`src/rtl/rom_arb_pkg.sv`:
```
`default_nettype none
// ============================================================================
// Module      : rom_arb_pkg
// Description : Shared types and constants for the ROM port arbiter.
//               Requester identifiers, address width, word-alignment mask
//               and the access-error predicate used by the top level.
// Revision    : 1.0 - initial release
// ============================================================================
package rom_arb_pkg;

  // Requester identity; also the encoding of the round-robin pointer.
  typedef enum logic {
    REQ_IF = 1'b0,
    REQ_LS = 1'b1
  } req_e;

  localparam int         ADDR_W          = 32;
  localparam logic [1:0] WORD_ALIGN_MASK = 2'b11;

  // An access is illegal when it is not word aligned or when any address
  // bit at or above the ROM byte-address width is set.
  function automatic logic addr_err(input logic [ADDR_W-1:0] addr,
                                    input int                depth);
    logic misaligned;
    logic out_of_range;
    misaligned   = (addr[1:0] & WORD_ALIGN_MASK) != 2'b00;
    out_of_range = (addr >> depth) != '0;
    return misaligned || out_of_range;
  endfunction

endpackage : rom_arb_pkg
`default_nettype wire

```
`src/rtl/rom_arb_rr.sv`:
```
`default_nettype none
// ============================================================================
// Module      : rom_arb_rr
// Description : Two-way round-robin picker. Purely combinational.
//               Bit 0 = IF, bit 1 = LS.
// Ports       : i_req    [1:0] eligible requesters
//               i_prio         side favoured under contention
//               o_gnt    [1:0] one-hot (or zero) grant
//               o_prio_d       next pointer: the side not granted, or hold
// Revision    : 1.0 - initial release
// ============================================================================
module rom_arb_rr
  import rom_arb_pkg::*;
(
  input  logic [1:0] i_req,
  input  req_e       i_prio,
  output logic [1:0] o_gnt,
  output req_e       o_prio_d
);

  always_comb begin
    o_gnt    = 2'b00;
    o_prio_d = i_prio;

    if (i_req == 2'b11) begin
      o_gnt = (i_prio == REQ_LS) ? 2'b10 : 2'b01;
    end else begin
      o_gnt = i_req;
    end

    // Any grant hands priority to the other side, so contention alternates
    // strictly and a solo winner yields the next tie to its peer.
    if (o_gnt[0]) begin
      o_prio_d = REQ_LS;
    end else if (o_gnt[1]) begin
      o_prio_d = REQ_IF;
    end
  end

endmodule : rom_arb_rr
`default_nettype wire

```
`src/rtl/rom_port_arbiter.sv`:
```
`default_nettype none
// ============================================================================
// Module      : rom_port_arbiter
// Description : Shares the combinational instruction-ROM read port between
//               instruction fetch (IF) and load/store constant reads (LS).
//               One grant per cycle, round-robin under contention, registered
//               read data one cycle after grant, misaligned/out-of-range
//               flagging, and an IF flush that blocks grant and masks response.
// Ports       : clk_i, rst_i (async, active-high)
//               if_req_i/if_addr_i/if_flush_i -> if_gnt_o, if_rvalid_o,
//                                                 if_rdata_o, if_err_o
//               ls_req_i/ls_addr_i            -> ls_gnt_o, ls_rvalid_o,
//                                                 ls_rdata_o, ls_err_o
//               rom_addr_o -> ROM, rom_data_i <- ROM (combinational)
// Revision    : 1.0 - initial release
// ============================================================================
module rom_port_arbiter
  import rom_arb_pkg::*;
#(
  parameter int DEPTH = 10
) (
  input  logic              clk_i,
  input  logic              rst_i,

  input  logic              if_req_i,
  input  logic [ADDR_W-1:0] if_addr_i,
  input  logic              if_flush_i,
  output logic              if_gnt_o,
  output logic              if_rvalid_o,
  output logic [31:0]       if_rdata_o,
  output logic              if_err_o,

  input  logic              ls_req_i,
  input  logic [ADDR_W-1:0] ls_addr_i,
  output logic              ls_gnt_o,
  output logic              ls_rvalid_o,
  output logic [31:0]       ls_rdata_o,
  output logic              ls_err_o,

  output logic [ADDR_W-1:0] rom_addr_o,
  input  logic [31:0]       rom_data_i
);

  req_e        r_prio;
  req_e        w_prio_d;
  logic [1:0]  w_req;
  logic [1:0]  w_gnt;
  logic        w_if_gnt;
  logic        w_ls_gnt;
  logic        w_if_err;
  logic        w_ls_err;

  logic        r_if_rvalid;
  logic        r_if_err;
  logic [31:0] r_if_rdata;
  logic        r_ls_rvalid;
  logic        r_ls_err;
  logic [31:0] r_ls_rdata;

  // A flushed fetch is simply not a candidate this cycle.
  assign w_req = {ls_req_i, if_req_i & ~if_flush_i};

  rom_arb_rr u_rr (
    .i_req    (w_req),
    .i_prio   (r_prio),
    .o_gnt    (w_gnt),
    .o_prio_d (w_prio_d)
  );

  // Grants are combinational; suppress them while reset is asserted so no
  // access is presented to the ROM or the requesters during reset.
  assign w_if_gnt = w_gnt[0] & ~rst_i;
  assign w_ls_gnt = w_gnt[1] & ~rst_i;
  assign if_gnt_o = w_if_gnt;
  assign ls_gnt_o = w_ls_gnt;

  assign w_if_err = addr_err(if_addr_i, DEPTH);
  assign w_ls_err = addr_err(ls_addr_i, DEPTH);

  // An erroring access still takes the slot but never reaches the ROM.
  always_comb begin
    rom_addr_o = '0;
    if (w_if_gnt && !w_if_err) begin
      rom_addr_o = if_addr_i;
    end else if (w_ls_gnt && !w_ls_err) begin
      rom_addr_o = ls_addr_i;
    end
  end

  always_ff @(posedge clk_i or posedge rst_i) begin
    if (rst_i) begin
      r_prio      <= REQ_IF;
      r_if_rvalid <= 1'b0;
      r_if_err    <= 1'b0;
      r_if_rdata  <= '0;
      r_ls_rvalid <= 1'b0;
      r_ls_err    <= 1'b0;
      r_ls_rdata  <= '0;
    end else begin
      r_prio      <= w_prio_d;
      r_if_rvalid <= w_if_gnt;
      r_if_err    <= w_if_gnt & w_if_err;
      r_ls_rvalid <= w_ls_gnt;
      r_ls_err    <= w_ls_gnt & w_ls_err;
      // Read data only moves on a grant; otherwise the last value is held.
      if (w_if_gnt) begin
        r_if_rdata <= w_if_err ? '0 : rom_data_i;
      end
      if (w_ls_gnt) begin
        r_ls_rdata <= w_ls_err ? '0 : rom_data_i;
      end
    end
  end

  // A fetch response landing in a flush cycle belongs to the cancelled path.
  assign if_rvalid_o = r_if_rvalid & ~if_flush_i;
  assign if_rdata_o  = r_if_rdata;
  assign if_err_o    = r_if_err;
  assign ls_rvalid_o = r_ls_rvalid;
  assign ls_rdata_o  = r_ls_rdata;
  assign ls_err_o    = r_ls_err;

endmodule : rom_port_arbiter
`default_nettype wire
```
`config.mk`:
```
export PLATFORM = sky130hd
export DESIGN_NAME = rom_port_arbiter
export DESIGN_NICKNAME = d
export VERILOG_FILES = /design/src/rtl/rom_arb_pkg.sv /design/src/rtl/rom_arb_rr.sv /design/src/rtl/rom_port_arbiter.sv
export SDC_FILE = /design/constraint.sdc
export NUM_CORES = 1
export LEC_CHECK = 0
export CAP_MARGIN = 0
export CORE_AREA = 2 2 101 103
export DETAILED_ROUTE_END_ITERATION = 12
export DIE_AREA = 0 0 103 105
export PLACE_DENSITY_LB_ADDON = 0.08
export SKIP_LAST_GASP = 1
export SLEW_MARGIN = 20
export SYNTH_ARGS = -nofsm -noshare
export SYNTH_HDL_FRONTEND = slang
export SYNTH_SLANG_ARGS = --single-unit
```
`constraint.sdc`:
```
create_clock -name clk_i -period 4.52 [get_ports clk_i]
set_input_delay 0.904 -clock clk_i [delete_from_list [all_inputs] [get_ports clk_i]]
set_output_delay 0.904 -clock clk_i [all_outputs]
set_load 0.01 [all_outputs]
```
# [Word level (Yosys, flattened, before mapping)]
# Index checks and enable logic that the tools add are counted.
[totals] wordCells=35 reg_bits=69 in_bits=101
[classes] eq_ne=1 n_mux=8 reduce_logical=11 bitwise=8
[ops] cell="32-bit 2-to-1 mux" n=4
[ops] cell="32-bit nonzero test" n=2
[ops] cell="1-bit AND" n=6
[ops] cell="2-bit nonzero test" n=3
[ops] cell="2-bit 2-to-1 mux" n=2
[ops] cell="2-bit equality test (second input constant)" n=1
[ops] cell="1-bit logical AND" n=2
[ops] cell="1-bit zero test" n=2
[ops] cell="1-bit logical OR" n=2
[ops] cell="1-bit 2-to-1 mux" n=2
[ops] cell="1-bit NOT" n=2

# [Depth between registers and ports, before layout]
# Gate-level depths: netlist of run 1.
[depth] ltp_word=8 ltp_mapped=6 ltp_nobuf=4

# [Cells and area by module]
# A second synthesis of run 1 with hierarchy kept.
[unflattened] hier_cells=363 hier_area_um2=3314.4
[modules_own_cells] module="rom_port_arbiter" area_each_um2=3286.9 instances=1 cells_each=358
[modules_own_cells] module="rom_arb_rr" area_each_um2=27.5 instances=1 cells_each=5

# [Least setup slack after synthesis of run 1]
# OpenSTA, ideal clock, no wires.
[synth_path] path_type="input to output" startpoint="input port rst_i" endpoint="output port ls_gnt_o" required_time_ps=3616 stages=5 arrival_ps=3116 setup_slack_ps=500 path_buffers=2 path_cell_list="clkbuf_1 > inv_1 > nand3_4 > buf_4 > inv_2"
[synth_between] elab_chain_cells=2
[synth_lines] element="start, declared" line="rom_port_arbiter.sv:23" text="input logic rst_i,"
[synth_lines] element="1-bit NOT" line="rom_port_arbiter.sv:73" text="assign w_ls_gnt = w_gnt[1] & ~rst_i;"
[synth_lines] element="1-bit AND" line="rom_port_arbiter.sv:73"
[synth_lines] element="end, declared" line="rom_port_arbiter.sv:35" text="output logic ls_gnt_o,"
# Every way passes these cells.

# [Worst setup path after layout of run 1]
[layout_path] startpoint="input port rst_i" endpoint="output port rom_addr_o[3]"
[layout_between] elab_chain_cells=5
[layout_lines] element="1-bit NOT (*)" line="rom_port_arbiter.sv:72, rom_port_arbiter.sv:73"
[layout_lines] element="1-bit AND" line="rom_port_arbiter.sv:73"
[layout_lines] element="1-bit logical AND" line="rom_port_arbiter.sv:85" text="end else if (w_ls_gnt && !w_ls_err) begin"
[layout_lines] element="32-bit 2-to-1 mux" line="rom_port_arbiter.sv:85"
[layout_lines] element="32-bit 2-to-1 mux (*)" line="rom_port_arbiter.sv:83" text="if (w_if_gnt && !w_if_err) begin"
[layout_lines] element="end, declared" line="rom_port_arbiter.sv:40" text="output logic [ADDR_W-1:0] rom_addr_o,"
# Mark *: on every way between the ends. The rest lies on a longest branch, timed or not.

==> results of run 1 <==
## cell families after synthesis
logic type      after synthesis
simple gates                 50
other cells                   1
buf+inv                      96
compound gates              139
flops                        69
## worst reg2reg max path: stages (launching register included)
cell	delay, ps
dfrtp_1	430
or3b_1	580
nand3_4	160
buf_4	480
o41ai_2	190
## area by class of cell
| class | count | area [um^2] |
|---|---|---|
| clock inverter | 5 | 58.8 |
| timing repair buffer | 187 | 1850 |
| sequential | 69 | 1730 |
| fill | 860 | 3880 |
| tap | 133 | 166 |
| multi-input combinational | 213 | 1680 |
| clock buffer | 11 | 141 |
| inverter | 36 | 135 |
## registers in the layout, summed over array words and instances (netlist names)
signal and flops:
r_prio 1, if_err_o 1, ls_rdata_o 32, if_rdata_o 32, r_if_rvalid 1, ls_rvalid_o 1, ls_err_o 1
## per-stage QoR
stage                     hold WS [ps]  utilization [%]  cell area, um^2  instances  setup WS (ps)
after global routing               520             59.8             5760        654            439
after detailed placement           482             57.7             5560        638            592
after floorplan                    529                -             3920        378            500
after CTS                          502             59.8             5760        654            592
final                              499             59.8             5760        654            577
after global placement             472             57.7             5560        638            707
## cell usage after synthesis, drive strengths merged
library cell and number:
or3b 2, dfrtp 69, o21a 2, nor4 12, inv 36, and2 1
and3b 8, conb 1, nand3 9, o21ai 65, nand4 10, buf 39
o32ai 8, nor2b 1, nand2 4, nand2b 1, o41ai 64, nor3b 2
clkbuf 21
## final timing paths
check,startpoint,endpoint,slack [ps]
setup / recovery,rst_i,rom_addr_o[3],580
hold / removal,if_rdata_o[22]$_DFFE_PP0N_,if_rdata_o[22]$_DFFE_PP0N_,500
setup reg to reg,r_prio$_DFFE_PP0P_,ls_rdata_o[28]$_DFFE_PP0N_,2540
hold reg to reg,if_rdata_o[22]$_DFFE_PP0N_,if_rdata_o[22]$_DFFE_PP0N_,500
max in group asynchronous,rst_i,ls_rdata_o[25]$_DFFE_PP0N_,2420
min in group asynchronous,rst_i,ls_err_o$_DFF_PP0_,1510
## power groups by stage
| stage | Sequential [mW] | Clock (mW) | Combinational (mW) |
|---|---|---|---|
| 2_1_floorplan | 0.634 | 0 | 0.0905 |
| 3_3_place_gp | 0.634 | 0 | 0.190 |
| 3_5_place_dp | 0.633 | 0 | 0.191 |
| 4_1_cts | 0.621 | 0.522 | 0.192 |
| 5_1_grt | 0.621 | 0.544 | 0.208 |
| 6_report | 0.621 | 0.508 | 0.191 |
## routing by layer
| metal | vias to the layer above | share of wire [%] | track usage (%) |
|---|---|---|---|
| met5 | - | 0 | 0 |
| met4 | 0 | 1.5 | 7.42 |
| met3 | 15 | 7.4 | 6.09 |
| met2 | 151 | 50 | 36.9 |
| met1 | 1749 | 41 | 28.1 |
| li1 | 1632 | - | - |
## layout by cell type (no fill, tap or decap), types with 2 or more instances in the layout
master,synthesis,final
inv_2,2,3
o21ai_0,50,50
o21ai_1,15,15
buf_4,28,9
nor4_4,2,2
o41ai_1,33,33
o41ai_2,31,31
nand3_1,8,8
dfrtp_1,69,69
and3b_1,8,8
clkbuf_8,0,10
conb_1,1,24
o21a_1,2,2
nand4_1,10,10
clkdlybuf4s50_1,0,178
nand2_2,1,2
clkinvlp_4,0,2
o32ai_1,8,8
inv_1,34,33
nor4_1,10,10
==> impl_results.md, run 1 <==
* Initial DRC Count at about 150
* Post-synthesis compound-gate area fraction at between 30% and 40%
* Reg2reg path depth at 4
* DRT Wirelength at ~12 mm
* Synth Area in Adders at 0%
* Clk_skew at between 8 and 9 ps
* Worst-path cell chain: clkdlybuf4s50_1 -> nor3b_4 -> nand3_1 -> o32ai_1 -> clkdlybuf4s50_1
* Die area at between 10000 and 15000 um^2
* Endpoints failing hold at 0
* Initial Util at 39.8%
* Simple-Gate Fraction of Synth Area at 9.99%
* Top cell type by total area after synthesis: dfrtp_1
* First drt pass iteration count at 4
* Final Cycle Share at 87.2%
* WL/cell at between 15 and 20 um
* Ys Warns at 0
* #FFs+latches synth at slightly below 70
* Final Max Slew Viols at 0
* GR Util All Layers at between 20% and 30%
* Total power at between 1 and 1.5 mW
* Crit. End Element: primary output
* CTS tree: yes
* Post-CTS resize count at 0
* Die Ht at 105 um
* Worst slew margin at a little under 30%
* Power per cell area at 229 nW/um^2
* Synth cell types at 30
* Hold/Removal Path Class: register to register
* Clock Tree Root: clkbuf_8
* Number of CTS-inserted buffers at 9
* Combinational power share at approximately 14%
* Final ANT Viol Nets at 0
* Yosys top cell area share at a little under half
* Die Span X at around 100 um
* Via count at 3547
* Slowest cell on the critical path: clkdlybuf4s50_1
* Mapped Avg Cell Area at approximately 11 um^2
* Routability cong. at 0.753
* Via/cell ratio at around 5.4
* RSZ-0062 raised after global routing: no
* Worst path most repeated cell: clkdlybuf4s50_1
* CTS H-tree lvls at 3
* Syn Inst Count at about 360
* Final setup viols at 0
* Pleak at 2.48 nW
* Crit path kind: input port to primary output
* Share of cells above drive strength 1 at approximately an eighth
* Sequential fraction of the synthesis area at approximately 45%
* Post-CTS setup buffers at 0
* Crit path time final at 3940 ps
* CP Depth at 5
* Seq pwr share at 47.1%
* Layout area overhead at 50.3%
* Maximum VDD drop at roughly 0.17 mV
* CP Launch Type: input port
* Clock Latency Late Sink at about 340 ps
* Largest net degree at the start of global routing at 70
* Hold Buf Count CTS at 0
* CP bufs+invs at 2
* Hold path cells at 2
* Clock Sinks at 69
* Input/output buffers at between 150 and 200
* Worst-path clk slew at 80 ps
* Max FO, Critical Path at 12
* Switching part of the total at 25.4%
* Top Family by Delay on Critical Path: buffers and inverters
* Worst Max-Slew Pin Slew at 1050 ps
* Outcome: complete, no violations
* Main combinational cell family by area after synthesis: compound AO/OA/AOI/OAI gates
* Switch Pwr at approximately 0.33 mW
* Grt total ovfl at 0
* Crit path DAT at approximately 3000 ps
* # diodes at 0
* Required @ worst endpoint at 3620 ps
* Ranking of synthesized cells by area: dfrtp_1, o41ai_2, o41ai_1
* Net count, final at 617
* Worst path max stage delay at 620 ps
* Max clock buf depth at 2
* I/O Pins at a little over 200
* Internal Pwr Total at 0.985 mW
* First-pass GRT wire length at 19.0 mm
* Cell Rows at 36
* Max Cap Viol at 0
* DRC viols at 0
* Fmax at 254 MHz
* Mux cell area share after synthesis at 0%
* Initial antenna violation count at 0
* Hpwl dp at between 7 and 8 mm
* Core Region at between 9000 and 10000 um^2
* Number of global-route vias before repair at between 3000 and 4000
* Setup_tns at 0 ps
* Post-Syn Area at around 3800 um^2
* Clock power share at 38.5%
* Xor and xnor area share after synthesis at 0%
Note: power is estimated with default switching activity, not from simulation.
==> run 2: changes to the inputs <==
--- a/config.mk
+++ b/config.mk
@@ -5,12 +5,12 @@
 export SDC_FILE = /design/constraint.sdc
 export NUM_CORES = 1
 export LEC_CHECK = 0
+export ABC_AREA = 1
 export CAP_MARGIN = 0
-export CORE_AREA = 2 2 101 103
+export CORE_AREA = 2 2 98 100
 export DETAILED_ROUTE_END_ITERATION = 12
-export DIE_AREA = 0 0 103 105
+export DIE_AREA = 0 0 100 102
 export PLACE_DENSITY_LB_ADDON = 0.08
-export SKIP_LAST_GASP = 1
 export SLEW_MARGIN = 20
 export SYNTH_ARGS = -nofsm -noshare
 export SYNTH_HDL_FRONTEND = slang
==> impl_results.md, run 2 <==
* Synth cell types at 18 (was 30)
* Worst Max-Slew Pin Slew at 879 ps (was 1050 ps)
* Crit path kind: input port to primary output (unchanged)
* Crit. End Element: primary output (unchanged)
* RSZ-0062 raised after global routing: no (unchanged)
* DRC viols at 0 (unchanged)
* Commonest non-fill, non-tap cell in the layout: clkdlybuf4s50_1 (unchanged)
* Post-CTS setup buffers at 0 (unchanged)
* I/O Pins at 203 (unchanged)
* Final ANT Viol Nets at 0 (unchanged)
* Hold Buf Count CTS at 0 (unchanged)
* Crit path DAT at 2920 ps (was 3040 ps)
* #FFs+latches synth at 69 (unchanged)
* Worst slew margin at 41.4% (was 29.8%)
* Area after DPL at 4970 um^2 (was 5560 um^2)
* Hpwl dp at 7.03 mm (was 7.92 mm)
* Post-synth EDFFs at 0 (unchanged)
* Routability cong. at 0.800 (was 0.753)
* CTS H-tree lvls at 3 (unchanged)
* Required @ worst endpoint at 3620 ps (about the same)
* Power per cell area at 262 nW/um^2 (was 229 nW/um^2)
* Hold WS at 482 ps (was 499 ps)
* Setup Slack @ Placement at 668 ps (was 592 ps)
* Largest net degree at the start of global routing at 70 (unchanged)
* Share of cells above drive strength 1 at 5.61% (was 12.9%)
* Number of global-route vias before repair at 3147 (was 3832)
* Post-CTS resize count at 0 (unchanged)
* Outcome: complete, no violations (unchanged)
* Async set-reset flop share out of synthesis at 100% (unchanged)
* Clock Tree Root: clkbuf_8 (unchanged)
* First-pass GRT wire length at 15.7 mm (was 19.0 mm)
* Via count at 3181 (was 3547)
* # diodes at 0 (unchanged)
* CP Launch Type: input port (unchanged)
* Initial antenna violation count at 0 (unchanged)
* Maximum VDD drop at 0.136 mV (was 0.172 mV)
* Die area at 10200 um^2 (was 10800 um^2)
* Top cell type by total area after synthesis: dfrtp_1 (unchanged)
* Ys Warns at 0 (unchanged)
* Sequential fraction of the synthesis area at 52.7% (was 45.1%)
* Most frequent cells in the layout: clkdlybuf4s50_1, nand2_1, nand3_1, dfrtp_1, nor2_1 (was clkdlybuf4s50_1, dfrtp_1, o21ai_0, inv_1, o41ai_1)
* Top-count cell post-synth: nand2_1 (was dfrtp_1)
* Fmax at 261 MHz (was 254 MHz)
* Die Span X at 100 um (was 103 um)
* Initial DRC Count at 93 (was 149)
* CTS tree: yes (unchanged)
* Pleak at 2.55 nW (was 2.48 nW)
* GR Util All Layers at 19.7% (was 22.4%)
* Fin area at 5200 um^2 (was 5760 um^2)
* Input/output buffers at 178 (unchanged)
* Switching part of the total at 22.9% (was 25.4%)
* Top FF cell, synth: dfrtp_1 (unchanged)
* Synth top cells by count: nand2_1, nand3_1, dfrtp_1 (was dfrtp_1, o21ai_0, inv_1)
* Number of CTS-inserted buffers at 9 (unchanged)
* Clk_skew at 6.22 ps (was 8.26 ps)
* Net count, final at 666 (was 617)
* Via/cell ratio at 4.67 (was 5.42)
* Cell Rows at 35 (was 36)
* Internal Pwr Total at 1.05 mW (was 0.985 mW)
* Max clock buf depth at 2 (unchanged)
* Crit path time final at 3820 ps (was 3940 ps)
* First drt pass iteration count at 4 (unchanged)
* Clock Sinks at 69 (unchanged)
* Grt total ovfl at 0 (unchanged)
* Final Cycle Share at 84.6% (was 87.2%)
* WL/cell at 14.7 um (was 18.2 um)
* Final WS setup at 696 ps (was 577 ps)
* Initial Util at 35.9% (was 39.8%)
* Setup_tns at 0 ps (unchanged)
* Switch Pwr at 0.312 mW (was 0.335 mW)
* Die Ht at 102 um (was 105 um)
* Mapped Avg Cell Area at 8.35 um^2 (was 10.8 um^2)
* DRT Wirelength at 9.99 mm (was 11.9 mm)
* Max Cap Viol at 0 (unchanged)
* Max FO, Critical Path at 24 (was 12)
* Total power at 1.36 mW (was 1.32 mW)
* Combinational power share at 11.6% (was 14.4%)
* Hold/Removal Path Class: register to register (unchanged)
* Post-Syn Area at 3270 um^2 (was 3830 um^2)
* Clock Latency Late Sink at 340 ps (about the same)
* Seq pwr share at 45.5% (was 47.1%)
* Ranking of synthesized cells by area: dfrtp_1, nand2_1, nand3_1 (was dfrtp_1, o41ai_2, o41ai_1)
* Layout area overhead at 58.8% (was 50.3%)
* Clock power share at 42.9% (was 38.5%)
* Final setup viols at 0 (unchanged)
* Syn Inst Count at 392 (was 355)
* Core Region at 9110 um^2 (was 9640 um^2)
* Yosys top cell area share at 52.7% (was 45.1%)
* Final Max Slew Viols at 0 (unchanged)
* Worst-path clk slew at 80 ps (about the same)
* Endpoints failing hold at 0 (unchanged)
[run 2: path summary, 6_finish.rpt]
check                                             endpoint                        from  slack, ps  cells after the start
worst max-delay path                         rom_addr_o[8]               if_addr_i[21]        700                      9
worst min-delay path            ls_rdata_o[20]$_DFFE_PP0N_  ls_rdata_o[20]$_DFFE_PP0N_        480                      2
worst max register to register   if_rdata_o[9]$_DFFE_PP0N_          r_prio$_DFFE_PP0P_       2710                      7
worst min register to register  ls_rdata_o[20]$_DFFE_PP0N_  ls_rdata_o[20]$_DFFE_PP0N_        480                      2
max in group asynchronous       ls_rdata_o[22]$_DFFE_PP0N_                       rst_i       2690                      3
min in group asynchronous       if_rdata_o[29]$_DFFE_PP0N_                       rst_i       1270                      3
[run 2: metal layers]
metal,share of wire [%],global-route usage [%]
met1,42,24.7
met2,50,33.0
met3,6.9,5.88
met4,1.0,6.11
met5,0,0
[run 2: final cells by class]
class / count / area [um^2]
Clock buffer: 11 / 151
Inverter: 9 / 33.8
Multi-Input combinational cell: 291 / 1230
Sequential cell: 69 / 1730
Fill cell: 839 / 3910
Clock inverter: 5 / 81.3
Timing Repair Buffer: 185 / 1830
Tap cell: 111 / 139
[run 2: power groups by stage]
| stage | clock (mW) | sequential, mW | combinational [mW] |
|---|---|---|---|
| after floorplan | 0 | 0.633 | 0.0650 |
| after global placement | 0 | 0.632 | 0.158 |
| after detailed placement | 0 | 0.632 | 0.159 |
| after CTS | 0.599 | 0.620 | 0.159 |
| after global routing | 0.624 | 0.620 | 0.173 |
| final | 0.584 | 0.620 | 0.158 |
[run 2: logic make-up after synthesis]
logic type | share of synthesized area (%)
buffers and inverters | 12.2
other | 0.115
AND/OR/NAND/NOR | 34.1
AO/OA/AOI/OAI | 0.879
flip-flops | 52.7
[run 2: stage by stage]
stage | utilization, % | std cells
after floorplan | - | 415
after global placement | 54.5 | 665
after detailed placement | 54.5 | 665
after CTS | 57.1 | 681
after global routing | 57.1 | 681
final | 57.1 | 681
[run 2: critical path, cell delays in order]
cell             delay (ps)
clkdlybuf4s50_1         410
nor2_1                  100
nand2_1                  60
nor2_1                  100
nand2_1                 100
nor2_4                  460
nand3_1                 150
nand2_1                 100
clkdlybuf4s50_1         530
